===== config.mk =====
export PLATFORM = sky130hd
export DESIGN_NAME = dqsw_training_ctrl
export DESIGN_NICKNAME = d
export VERILOG_FILES = /design/src/rtl/dqsw_training_pkg.sv /design/src/rtl/dqsw_settle_timer.sv /design/src/rtl/dqsw_training_ctrl.sv
export SDC_FILE = /design/constraint.sdc
export NUM_CORES = 1
export LEC_CHECK = 0
export BUFFER_PORTS_ARGS = -buffer_cell sky130_fd_sc_hd__buf_2
export CAP_MARGIN = 20
export CORE_MARGIN = 4
export CORE_UTILIZATION = 55
export DETAILED_ROUTE_END_ITERATION = 8
export PLACE_DENSITY = 0.82
export SLEW_MARGIN = 20
export SYNTH_ARGS = -nofsm -noshare
export SYNTH_HDL_FRONTEND = slang
export SYNTH_HIERARCHICAL = 1
export SYNTH_SLANG_ARGS = --single-unit
export TNS_END_PERCENT = 1

===== constraint.sdc =====
create_clock -name FAB_CLK -period 2.6 [get_ports FAB_CLK]
set_input_delay 0.13 -clock FAB_CLK [delete_from_list [all_inputs] [get_ports FAB_CLK]]
set_output_delay 0.13 -clock FAB_CLK [all_outputs]
set_load 0.005 [all_outputs]

===== src/rtl/dqsw_training_pkg.sv =====
// DQSW training shared definitions: FSM states, default parameters, per-tap timing.
// Latency: n/a (package).
// Backpressure: n/a (package).
package dqsw_training_pkg;

    localparam int DEF_TAP_W      = 8;
    localparam int DEF_MAX_TAPS   = 127;
    localparam int DEF_SETTLE_CYC = 8;
    localparam int DEF_SAMPLES    = 16;
    localparam int DEF_THRESH     = 12;
    localparam int DEF_BACKOFF    = 2;

    // Cycles spent on one tap of the forward sweep:
    // CLEAR + settle + sampling window + EVAL + STEP + settle.
    function automatic int tap_latency(input int settle_cyc, input int samples);
        return 3 + 2 * settle_cyc + samples;
    endfunction

    localparam int TAP_LATENCY = tap_latency(DEF_SETTLE_CYC, DEF_SAMPLES);

    typedef enum logic [3:0] {
        S_IDLE,
        S_LOAD,
        S_WAIT,
        S_CLEAR,
        S_SAMPLE,
        S_EVAL,
        S_STEP,
        S_REWIND,
        S_FINISH,
        S_FAIL
    } state_t;

endpackage


===== src/rtl/dqsw_settle_timer.sv =====
// Loadable down-counter used to let the IOD settle after a delay-line or flag action.
// Latency: done rises load_val+1 cycles after the load cycle (done is high while count is 0).
// Backpressure: none; a new load restarts the count at any time.
//
// Ports:
//   fab_clk  : clock, rising edge
//   reset    : synchronous active-high reset, count forced to 0
//   load     : load load_val into the counter this cycle
//   load_val : value loaded (cycles to wait minus one)
//   done     : count has reached 0
module dqsw_settle_timer #(
    parameter int CNT_W = 4
) (
    input  logic             fab_clk,
    input  logic             reset,
    input  logic             load,
    input  logic [CNT_W-1:0] load_val,
    output logic             done
);

    logic [CNT_W-1:0] cnt_q;

    always_ff @(posedge fab_clk) begin
        if (reset) begin
            cnt_q <= '0;
        end else if (load) begin
            cnt_q <= load_val;
        end else if (cnt_q != '0) begin
            cnt_q <= cnt_q - CNT_W'(1);
        end
    end

    assign done = (cnt_q == '0);

endmodule


===== src/rtl/dqsw_training_ctrl.sv =====
// DQSW write-leveling trainer: sweeps one lane's IOD delay line, finds the early->late edge, backs off.
// Latency: 35 cycles per swept tap at default parameters, plus LOAD/settle and rewind steps.
// Backpressure: START is only accepted in IDLE; requests while BUSY are dropped.
//
// Optional build macro: DQSW_TRAIN_CONFIRM_EN -- an edge needs two consecutive late taps after an
// early tap; the first of the pair is reported, so the rewind performs BACKOFF+1 decrements.
//
// Ports:
//   FAB_CLK, RESET                : clock and synchronous active-high reset
//   START / BUSY / DONE / FAIL    : sequencer handshake; DONE and FAIL are sticky until next START
//   TAP_OUT                       : final tap on DONE, tap at failure on FAIL
//   DELAY_LINE_LOAD_0/MOVE_0      : one-cycle pulses to the IOD delay line
//   DELAY_LINE_DIRECTION_0        : 1 = increment, valid the cycle before and during MOVE
//   EYE_MONITOR_CLEAR_FLAGS_0     : one-cycle pulse clearing the eye-monitor flags
//   EYE_MONITOR_EARLY_0/LATE_0    : eye-monitor flags (EARLY currently unused)
//   DELAY_LINE_OUT_OF_RANGE_0     : IOD overflow; aborts training into FAIL
module dqsw_training_ctrl
    import dqsw_training_pkg::*;
#(
    parameter int TAP_W      = DEF_TAP_W,
    parameter int MAX_TAPS   = DEF_MAX_TAPS,
    parameter int SETTLE_CYC = DEF_SETTLE_CYC,
    parameter int SAMPLES    = DEF_SAMPLES,
    parameter int THRESH     = DEF_THRESH,
    parameter int BACKOFF    = DEF_BACKOFF
) (
    input  logic             FAB_CLK,
    input  logic             RESET,
    input  logic             START,
    output logic             BUSY,
    output logic             DONE,
    output logic             FAIL,
    output logic [TAP_W-1:0] TAP_OUT,
    output logic             DELAY_LINE_LOAD_0,
    output logic             DELAY_LINE_MOVE_0,
    output logic             DELAY_LINE_DIRECTION_0,
    output logic             EYE_MONITOR_CLEAR_FLAGS_0,
    input  logic             EYE_MONITOR_EARLY_0,
    input  logic             EYE_MONITOR_LATE_0,
    input  logic             DELAY_LINE_OUT_OF_RANGE_0
);

    localparam int LC_W = $clog2(SAMPLES) + 1;     // holds 0..SAMPLES
    localparam int ST_W = $clog2(SETTLE_CYC) + 1;
`ifdef DQSW_TRAIN_CONFIRM_EN
    localparam int RWD_N = BACKOFF + 1;            // edge is detected one tap past the reported one
`else
    localparam int RWD_N = BACKOFF;
`endif
    localparam int RW_W = $clog2(RWD_N + 1) + 1;

    localparam logic [LC_W-1:0]  SAMP_LAST = LC_W'(SAMPLES - 1);
    localparam logic [LC_W-1:0]  THRESH_V  = LC_W'(THRESH);
    localparam logic [TAP_W-1:0] MAX_V     = TAP_W'(MAX_TAPS);
    localparam logic [ST_W-1:0]  SETTLE_V  = ST_W'(SETTLE_CYC - 1);

    state_t           state_q, state_d;
    state_t           ret_q, ret_d;          // where WAIT goes once the settle time expires
    logic [TAP_W-1:0] tap_q;
    logic [LC_W-1:0]  samp_q;
    logic [LC_W-1:0]  late_q;
    logic             seen_early_q;
    logic             rewinding_q;
    logic [RW_W-1:0]  rwd_q;                 // decrements still to issue
    logic             done_q, fail_q;
    logic [TAP_W-1:0] tap_out_q;
    logic             tmr_load, tmr_done;
    logic             late_now, edge_now;
    logic             move_pulse;

    // EARLY is reserved for a future variant of the edge search.
    logic unused_early;
    assign unused_early = EYE_MONITOR_EARLY_0;

    dqsw_settle_timer #(.CNT_W(ST_W)) u_settle (
        .fab_clk  (FAB_CLK),
        .reset    (RESET),
        .load     (tmr_load),
        .load_val (SETTLE_V),
        .done     (tmr_done)
    );

    assign late_now = (late_q >= THRESH_V);

`ifdef DQSW_TRAIN_CONFIRM_EN
    logic confirm_q;                         // one late tap already seen after an early tap
    assign edge_now = late_now && seen_early_q && confirm_q;
`else
    assign edge_now = late_now && seen_early_q;
`endif

    always_comb begin
        state_d  = state_q;
        ret_d    = ret_q;
        tmr_load = 1'b0;
        case (state_q)
            S_IDLE:   if (START) state_d = S_LOAD;
            S_LOAD: begin
                state_d  = S_WAIT;
                ret_d    = S_CLEAR;
                tmr_load = 1'b1;
            end
            S_WAIT:   if (tmr_done) state_d = ret_q;
            S_CLEAR: begin
                state_d  = S_WAIT;
                ret_d    = S_SAMPLE;
                tmr_load = 1'b1;
            end
            S_SAMPLE: if (samp_q == SAMP_LAST) state_d = S_EVAL;
            S_EVAL: begin
                if (edge_now)            state_d = (RWD_N == 0) ? S_FINISH : S_REWIND;
                else if (tap_q == MAX_V) state_d = S_FAIL;
                else                     state_d = S_STEP;
            end
            S_STEP: begin
                state_d  = S_WAIT;
                ret_d    = S_CLEAR;
                tmr_load = 1'b1;
            end
            S_REWIND: begin
                // Already at tap 0: nothing left to step back over.
                if (tap_q == '0) begin
                    state_d = S_FINISH;
                end else begin
                    state_d  = S_WAIT;
                    ret_d    = (rwd_q <= RW_W'(1)) ? S_FINISH : S_REWIND;
                    tmr_load = 1'b1;
                end
            end
            S_FINISH: state_d = S_IDLE;
            S_FAIL:   state_d = S_IDLE;
            default:  state_d = S_IDLE;
        endcase
        // Delay-line overflow overrides everything while training is active.
        if (DELAY_LINE_OUT_OF_RANGE_0 && (state_q != S_IDLE) && (state_q != S_FAIL))
            state_d = S_FAIL;
    end

    assign move_pulse = (state_q == S_STEP) || ((state_q == S_REWIND) && (tap_q != '0));

    always_ff @(posedge FAB_CLK) begin
        if (RESET) begin
            state_q      <= S_IDLE;
            ret_q        <= S_IDLE;
            tap_q        <= '0;
            samp_q       <= '0;
            late_q       <= '0;
            seen_early_q <= 1'b0;
            rewinding_q  <= 1'b0;
            rwd_q        <= '0;
            done_q       <= 1'b0;
            fail_q       <= 1'b0;
            tap_out_q    <= '0;
        end else begin
            state_q <= state_d;
            ret_q   <= ret_d;
            case (state_q)
                S_IDLE: begin
                    if (START) begin
                        done_q       <= 1'b0;
                        fail_q       <= 1'b0;
                        seen_early_q <= 1'b0;
                        rewinding_q  <= 1'b0;
                        tap_q        <= '0;
                    end
                end
                S_CLEAR: begin
                    samp_q <= '0;
                    late_q <= '0;
                end
                S_SAMPLE: begin
                    samp_q <= samp_q + LC_W'(1);
                    late_q <= late_q + LC_W'(EYE_MONITOR_LATE_0);
                end
                S_EVAL: begin
                    if (!late_now) seen_early_q <= 1'b1;
                    if (edge_now) begin
                        rewinding_q <= 1'b1;
                        rwd_q       <= RW_W'(RWD_N);
                    end
                end
                S_STEP: tap_q <= tap_q + TAP_W'(1);
                S_REWIND: begin
                    if (tap_q != '0) begin
                        tap_q <= tap_q - TAP_W'(1);
                        rwd_q <= rwd_q - RW_W'(1);
                    end
                end
                S_FINISH: begin
                    if (state_d == S_IDLE) begin
                        done_q    <= 1'b1;
                        tap_out_q <= tap_q;
                    end
                end
                S_FAIL: begin
                    fail_q    <= 1'b1;
                    tap_out_q <= tap_q;
                end
                default: begin
                end
            endcase
        end
    end

`ifdef DQSW_TRAIN_CONFIRM_EN
    always_ff @(posedge FAB_CLK) begin
        if (RESET) begin
            confirm_q <= 1'b0;
        end else if ((state_q == S_IDLE) && START) begin
            confirm_q <= 1'b0;
        end else if (state_q == S_EVAL) begin
            if (!late_now)         confirm_q <= 1'b0;
            else if (seen_early_q) confirm_q <= 1'b1;
        end
    end
`endif

    assign BUSY    = (state_q != S_IDLE);
    assign DONE    = done_q;
    assign FAIL    = fail_q;
    assign TAP_OUT = tap_out_q;

    assign DELAY_LINE_LOAD_0         = (state_q == S_LOAD);
    assign DELAY_LINE_MOVE_0         = move_pulse;
    assign EYE_MONITOR_CLEAR_FLAGS_0 = (state_q == S_CLEAR);

    // Direction must already be valid the cycle before MOVE. The first MOVE of a phase
    // always follows EVAL, so EVAL drives the upcoming direction from the edge decision.
    assign DELAY_LINE_DIRECTION_0 = (state_q == S_EVAL) ? !edge_now
                                                        : ((state_q != S_IDLE) && !rewinding_q);

endmodule


==> After elaboration in Yosys (flattened, before gate mapping) <==
Index checks and enable logic that the tools add are counted.
{ "op_classes": {"addsub": 6, "mux": 34, "reduce_logical": 35, "eq_ne": 18, "order_cmp": 2} }
{ "ops": {"columns": ["op", "n"], "rows": [
  ["$mux 4", 9],
  ["$mux 8", 3],
  ["$pmux 4 s6", 1],
  ["$pmux 8 s3", 1],
  ["$pmux 5 s2", 2],
  ["$eq 4x3->1 const B", 4],
  ["$pmux 8 s2", 1],
  ["$reduce_and 3->1", 5],
  ["$reduce_bool 2->1", 7],
  ["$logic_not 4->1", 3],
  ["$mux 3", 4],
  ["$pmux 4 s3", 1],
  ["$ne 2x2->1 const B", 5],
  ["$pmux 1 s2", 5],
  ["$add 8x1->8 const B", 1],
  ["$eq 4x2->1 const B", 2],
  ["$eq 4x4->1 const B", 2],
  ["$eq 8x7->1 const B", 1],
  ["$logic_not 8->1", 1],
  ["$reduce_bool 4->1", 2],
  ["$reduce_bool 8->1", 1],
  ["$sub 8x1->8 const B", 1],
  ["$mux 1", 6],
  ["$pmux 3 s2", 1],
  ["other kinds (17)", 26]
]} }
{ "word_totals": {"reg_bits": 45, "wordCells": 108, "out_inout_bits": 15, "in_bits": 6} }

==> Depth between registers and ports, before layout <==
{ "logic_depth": {"ltp_word": 8, "ltp_mapped": 9, "ltp_nobuf": 8} }

==> By module <==
The synthesis kept the hierarchy.
{ "modules_own_cells": {"columns": ["mod", "seq_area_each_um2", "cells_per_inst", "instances", "area_each_um2"], "rows": [
  ["dqsw_training_ctrl", 800.8, 267, 1, 2247.2],
  ["dqsw_settle_timer", 80.1, 24, 1, 229.0]
]} }

==> Worst setup path before layout <==
Ideal clock, no wire load.
{ "synth_path": {"path_kind": "register -> register", "start": "reg state_q[3]", "end": "reg tap_q[7]", "path_buffers": 1, "path_stages_with_launch": 10, "arrival_ns": 2.192, "slack_ns": 0.282, "t_required_ns": 2.474, "path_cell_list": "dfxtp_1 clkbuf_1 nand4b_1 inv_1 ha_1 a21o_1 a21oi_1 a21oi_1 o31ai_1 nand3b_1"} }
{ "synth_via": {"elab_chain_cells": 3} }
{ "synth_rtl": {"columns": ["item", "line_no", "rtl"], "rows": [
  ["from (decl)", "dqsw_training_ctrl.sv:57", "state_t state_q, state_d;"],
  ["from (signal assigned)", "dqsw_training_ctrl.sv:155", "state_q <= state_d;"],
  ["$eq 4x3->1 / $logic_not 4->1 (equally long branches)", "dqsw_training_ctrl.sv:157", "case (state_q)"],
  ["$ne 2x1->1 (no line), or another cell as far along", null, null],
  ["$reduce_and 3->1 (no line)", null, null],
  ["to (signal assigned)", "dqsw_training_ctrl.sv:182", "S_STEP: tap_q <= tap_q + TAP_W'(1);"],
  ["to (signal assigned)", "dqsw_training_ctrl.sv:185", "tap_q <= tap_q - TAP_W'(1);"],
  ["to (decl)", "dqsw_training_ctrl.sv:59", "logic [TAP_W-1:0] tap_q;"]
]} }
Several ways; a longest one is shown, not always the timed one.
A chain may end at the register's enable or synchronous reset.

==> Final worst setup path <==
{ "layout_path": {"start": "reg tap_q[4]", "end": "reg u_settle.cnt_q[3]"} }
{ "layout_via": {"elab_chain_cells": 4} }
{ "layout_rtl": {"columns": ["item", "line_no", "rtl"], "rows": [
  ["$logic_not 8->1", "dqsw_training_ctrl.sv:122", "if (tap_q == '0) begin"],
  ["$mux 1", "dqsw_training_ctrl.sv:122", null],
  ["$pmux 1 s2", "dqsw_training_ctrl.sv:96", "case (state_q)"],
  ["via tmr_load", "dqsw_training_ctrl.sv:67", "logic tmr_load, tmr_done;"],
  ["$reduce_or 2->1 (no line)", null, null],
  ["to (signal assigned)", "dqsw_settle_timer.sv:27", "cnt_q <= load_val;"],
  ["to (signal assigned)", "dqsw_settle_timer.sv:29", "cnt_q <= cnt_q - CNT_W'(1);"],
  ["to (decl)", "dqsw_settle_timer.sv:21", "logic [CNT_W-1:0] cnt_q;"]
]} }
The timed path passes the listed nets, and every way through them passes these cells.

==> Implementation_results.wiki <==
{| class="wikitable"
! Metric !! Value
|-
| Headroom to the max-slew limit || 49.3%
|-
| Antenna-violating nets left || 0
|-
| Synth Area per Inst || 8.51 µm²
|-
| Number of cells in the finished layout apart from fillers || about 360
|-
| Fin Clk Skew || 0.00997 ns
|-
| Clock transition time at the flip-flop clock pins of the worst setup and hold paths || 0.08 ns
|-
| Pin count of the biggest net entering global routing || 45
|-
| Biggest cell delay along the critical path || 0.58 ns
|-
| Flop and latch count out of synthesis || 44
|-
| Pre-Repair DR Iteration Count || 4
|-
| Number of nets in the final layout || between 300 and 400
|-
| Cell type with the largest total area after synthesis || dfxtp_1
|-
| Filler Cells Inserted || 392
|-
| Sequential-to-total area share from yosys stat || 35.6%
|-
| RSZ-0062 raised after global routing || false
|-
| Clock network power share || 29.2%
|-
| Cell chain of the critical path || or4_4 -> o311a_4 -> o21bai_4 -> inv_1 -> or2_2 -> o32ai_1
|-
| TritonCTS buffer count || 5
|-
| Clock period minus worst slack || 2.33 ns
|-
| Synth top area share || between 30% and 40%
|-
| Distinct cell type count after synthesis || 58
|-
| Result of the run || finished, final reports clean
|-
| Cts-stage hold buffer count || 0
|-
| Die X-Extent || between 70 and 80 µm
|-
| Average detailed-routed wire length per instance || around 14 µm
|-
| Netlist area before placement || 2480 µm²
|-
| Fraction of final layout cells with drive strength greater than 1 || between 10 and 15%
|-
| Die Span Y || about 75 µm
|-
| DRC marker count from the first detailed-route iteration || around 110
|-
| Maximum operating frequency || 429 MHz
|-
| Vias || between 2,000 and 2,500
|-
| Critical path required time || 2.80 ns
|-
| Diode count || 0
|-
| Initial standard-cell utilization of the core || 56.9%
|-
| Cell with the largest stage delay on the worst path || or4_4
|-
| Switching power total || 0.000446 W
|-
| Area used by sequential logic in the layout || roughly 880 µm²
|-
| Warning count from the yosys run || 6
|-
| Dpl ws || just over 0.3 ns
|-
| Top cell family by delay on the critical path || simple AND/OR/NAND/NOR gates
|-
| Multi-input gate area in the final layout || 1490 µm²
|-
| Flop pwr share || 47.9%
|-
| TritonCTS clock tree || built
|-
| Startpoint of the lowest-slack hold path || EYE_MONITOR_LATE_0
|-
| Boundary Pins || 21
|-
| Number of buffers and inverters on the critical path || 1
|-
| Leading register cell type out of synthesis || dfxtp_1
|-
| Row count || 24
|-
| Internal Power || around 0.0011 W
|-
| Share of async-settable or async-resettable flops after synthesis || 0%
|-
| Hold slack final || 0.193 ns
|-
| Total power divided by cell area || 561 nW/µm²
|-
| Origin of the worst setup path || tap_q[4]$_SDFFE_PP0P_
|-
| Data arrival time of the critical path || 2.53 ns
|-
| Vias per cell || around 6
|-
| Number of global-route vias before repair || 1,944
|-
| H-tree lvl count || 2
|-
| DRT Wirelength || between 5 and 6 mm
|-
| Worst setup path class || reg2reg
|-
| Grt total ovfl || 0
|-
| Area contributors post-synth || dfxtp_1 (36%), ha_1 (6.6%), nor2_1 (6.5%), mux2i_1 (4.4%), a21oi_1 (3.8%)
|-
| Residual DRC count || 0
|-
| Worst-path maximum fanout || 6
|-
| Worst hold path type || in2reg
|-
| Number of antenna violations at the first check in global routing || 0
|-
| Worst vdd ir || 0.329 mV
|-
| Post-CTS setup repair buffer count || 0
|-
| Startpoint type of the worst setup path || flop
|-
| Origin of the critical flop-to-flop path || tap_q[4]$_SDFFE_PP0P_
|-
| PortBufs || 19
|-
| Core ar. || 4350 µm²
|-
| Switching portion of total power || between 20% and 30%
|-
| Final sum of negative setup slack || 0 ns
|-
| GRT Util Overall || 19.9%
|-
| Final cycle utilization of the critical path || between 80% and 90%
|-
| Post-layout worst setup margin || 0.268 ns
|-
| Clock latency of the later-clocked register in the worst-skew pair || about 0.30 ns
|-
| Placed wire-length estimate || 3.70 mm
|-
| Area Growth Syn to Fin || 9.55%
|-
| RePlAce Congestion || 0.871
|-
| Type of destination of the critical path || flop
|-
| Setup slack on the worst flop-to-flop path || 0.27 ns
|-
| Placed cell count || about 360
|-
| Post-synthesis instance total || 291
|-
| First-pass GRT wire length || between 8 and 9 mm
|-
| Worst Max-Slew Pin Slew || 0.761 ns
|-
| Worst-case clock buffer depth || 2
|-
| Number of flops mapped to enable cells by yosys || 0
|-
| PostCTS Resize Cnt || 0
|-
| Final hold violation count || 0
|-
| CTS Sinks || 44
|-
| Cell at the root of the clock tree || clkbuf_8
|-
| Endpoints failing setup || 0
|-
| Die footprint || approximately 5600 µm²
|-
| Portion of total power attributed to combinational logic || 22.9%
|-
| Max-capacitance violation count || 0
|-
| Number of slew-limit violations in the final report || 0
|-
| Static power due to leakage || between 1 and 1.5 nW
|}
[area by class of cell]
type,count,area share [%]
Inverter,14,1.94
Sequential cell,44,32.5
Tap cell,52,2.40
Timing Repair Buffer,24,4.89
Clock inverter,2,0.369
Multi-Input combinational cell,222,54.9
Clock buffer,6,3.04
[power by group through the flow]
| stage | clock network, W | logic, W | registers [W] |
|---|---|---|---|
| final | 0.000445 | 0.000349 | 0.000729 |
| after floorplan | 0 | 0.000271 | 0.000743 |
| after global placement | 0 | 0.000342 | 0.000744 |
| after detailed placement | 0 | 0.000348 | 0.000746 |
| after CTS | 0.000453 | 0.000351 | 0.000730 |
| after global routing | 0.000478 | 0.000383 | 0.000733 |
[Yosys cell counts, types with 4 or more instances]
library cell / number
ha_1: 13
a311oi_1: 4
nor4_1: 4
nand3b_1: 4
buf_2: 4
nor2b_1: 5
nor2_1: 43
nand3_1: 7
o31ai_1: 4
mux2i_1: 11
inv_1: 14
nor3_1: 8
a21o_1: 6
nand2_1: 19
xnor2_1: 6
o21ai_0: 7
a22oi_1: 8
a21oi_1: 19
clkbuf_1: 6
dfxtp_1: 44
a41oi_1: 4
[state kept, by name, indices dropped and copies added, names as in the netlist]
signal,count
TAP_OUT,8
tap_q,8
late_q,5
samp_q,5
state_q,4
u_settle/cnt_q,4
ret_q,3
rwd_q,3
DONE,1
FAIL,1
rewinding_q,1
seen_early_q,1
[worst register-to-register path: cells and delay by family (launching register included)]
family / cells / cell delay (ns)
buf+inv: 1 / 0.14
compound gates: 3 / 0.81
simple gates: 2 / 0.94
flops: 1 / 0.36
[stage by stage]
| step | instance area [µm²] | utilization [%] | power [W] |
|---|---|---|---|
| final | 2710 | 62.3 | 0.00152 |
| after global routing | 2710 | 62.3 | 0.00159 |
| after CTS | 2710 | 62.3 | 0.00153 |
| after detailed placement | 2620 | 60.2 | 0.00109 |
| after global placement | 2620 | 60.2 | 0.00109 |
| after floorplan | 2480 | - | 0.00101 |
[layer usage]
metal	vias up	routed length [µm]	GRT usage, %
li1	1096	-	-
met1	990	2650	25.3
met2	32	2390	32.7
met3	7	146	5.21
met4	0	78	6.72
met5	-	0	0
[path summary, 6_finish.rpt]
check / end / cells past startpoint
worst max register to register: u_settle/cnt_q[3]$_SDFFE_PP0P_ / 6
worst max-delay path: u_settle/cnt_q[3]$_SDFFE_PP0P_ / 6
worst min register to register: rewinding_q$_SDFFE_PP0P_ / 2
worst min-delay path: late_q[0]$_SDFFE_PP0P_ / 4
[cell families after synthesis]
group,count (synthesis),share of synthesized area (%)
AO/OA/AOI/OAI,72,21.1
adder cells (fa/ha/maj),14,7.38
flip-flops,44,35.6
XOR/XNOR,8,2.83
buffers and inverters,27,4.60
multiplexers,12,4.90
AND/OR/NAND/NOR,112,23.3
other,2,0.303
[layout by cell type, fill, tap and decap left out, drive strengths merged, types with 3 or more instances in the layout]
| master | netlist | routed |
|---|---|---|
| a21oi | 19 | 19 |
| nand3 | 7 | 7 |
| nand3b | 4 | 4 |
| nand2b | 3 | 3 |
| xnor2 | 6 | 6 |
| ha | 13 | 13 |
| nor4 | 4 | 4 |
| o31ai | 4 | 4 |
| nand2 | 19 | 19 |
| a22oi | 8 | 8 |
| nor2 | 43 | 43 |
| a311oi | 4 | 4 |
| buf | 7 | 24 |
| nor2b | 5 | 5 |
| a21o | 6 | 6 |
| o21ai | 7 | 7 |
| dfxtp | 44 | 44 |
| inv | 14 | 14 |
| a211oi | 3 | 3 |
| mux2i | 11 | 11 |
| nor3 | 9 | 9 |
| conb | 2 | 4 |
| clkbuf | 6 | 6 |
| a41oi | 4 | 4 |
(Power assumes the default switching activity.)
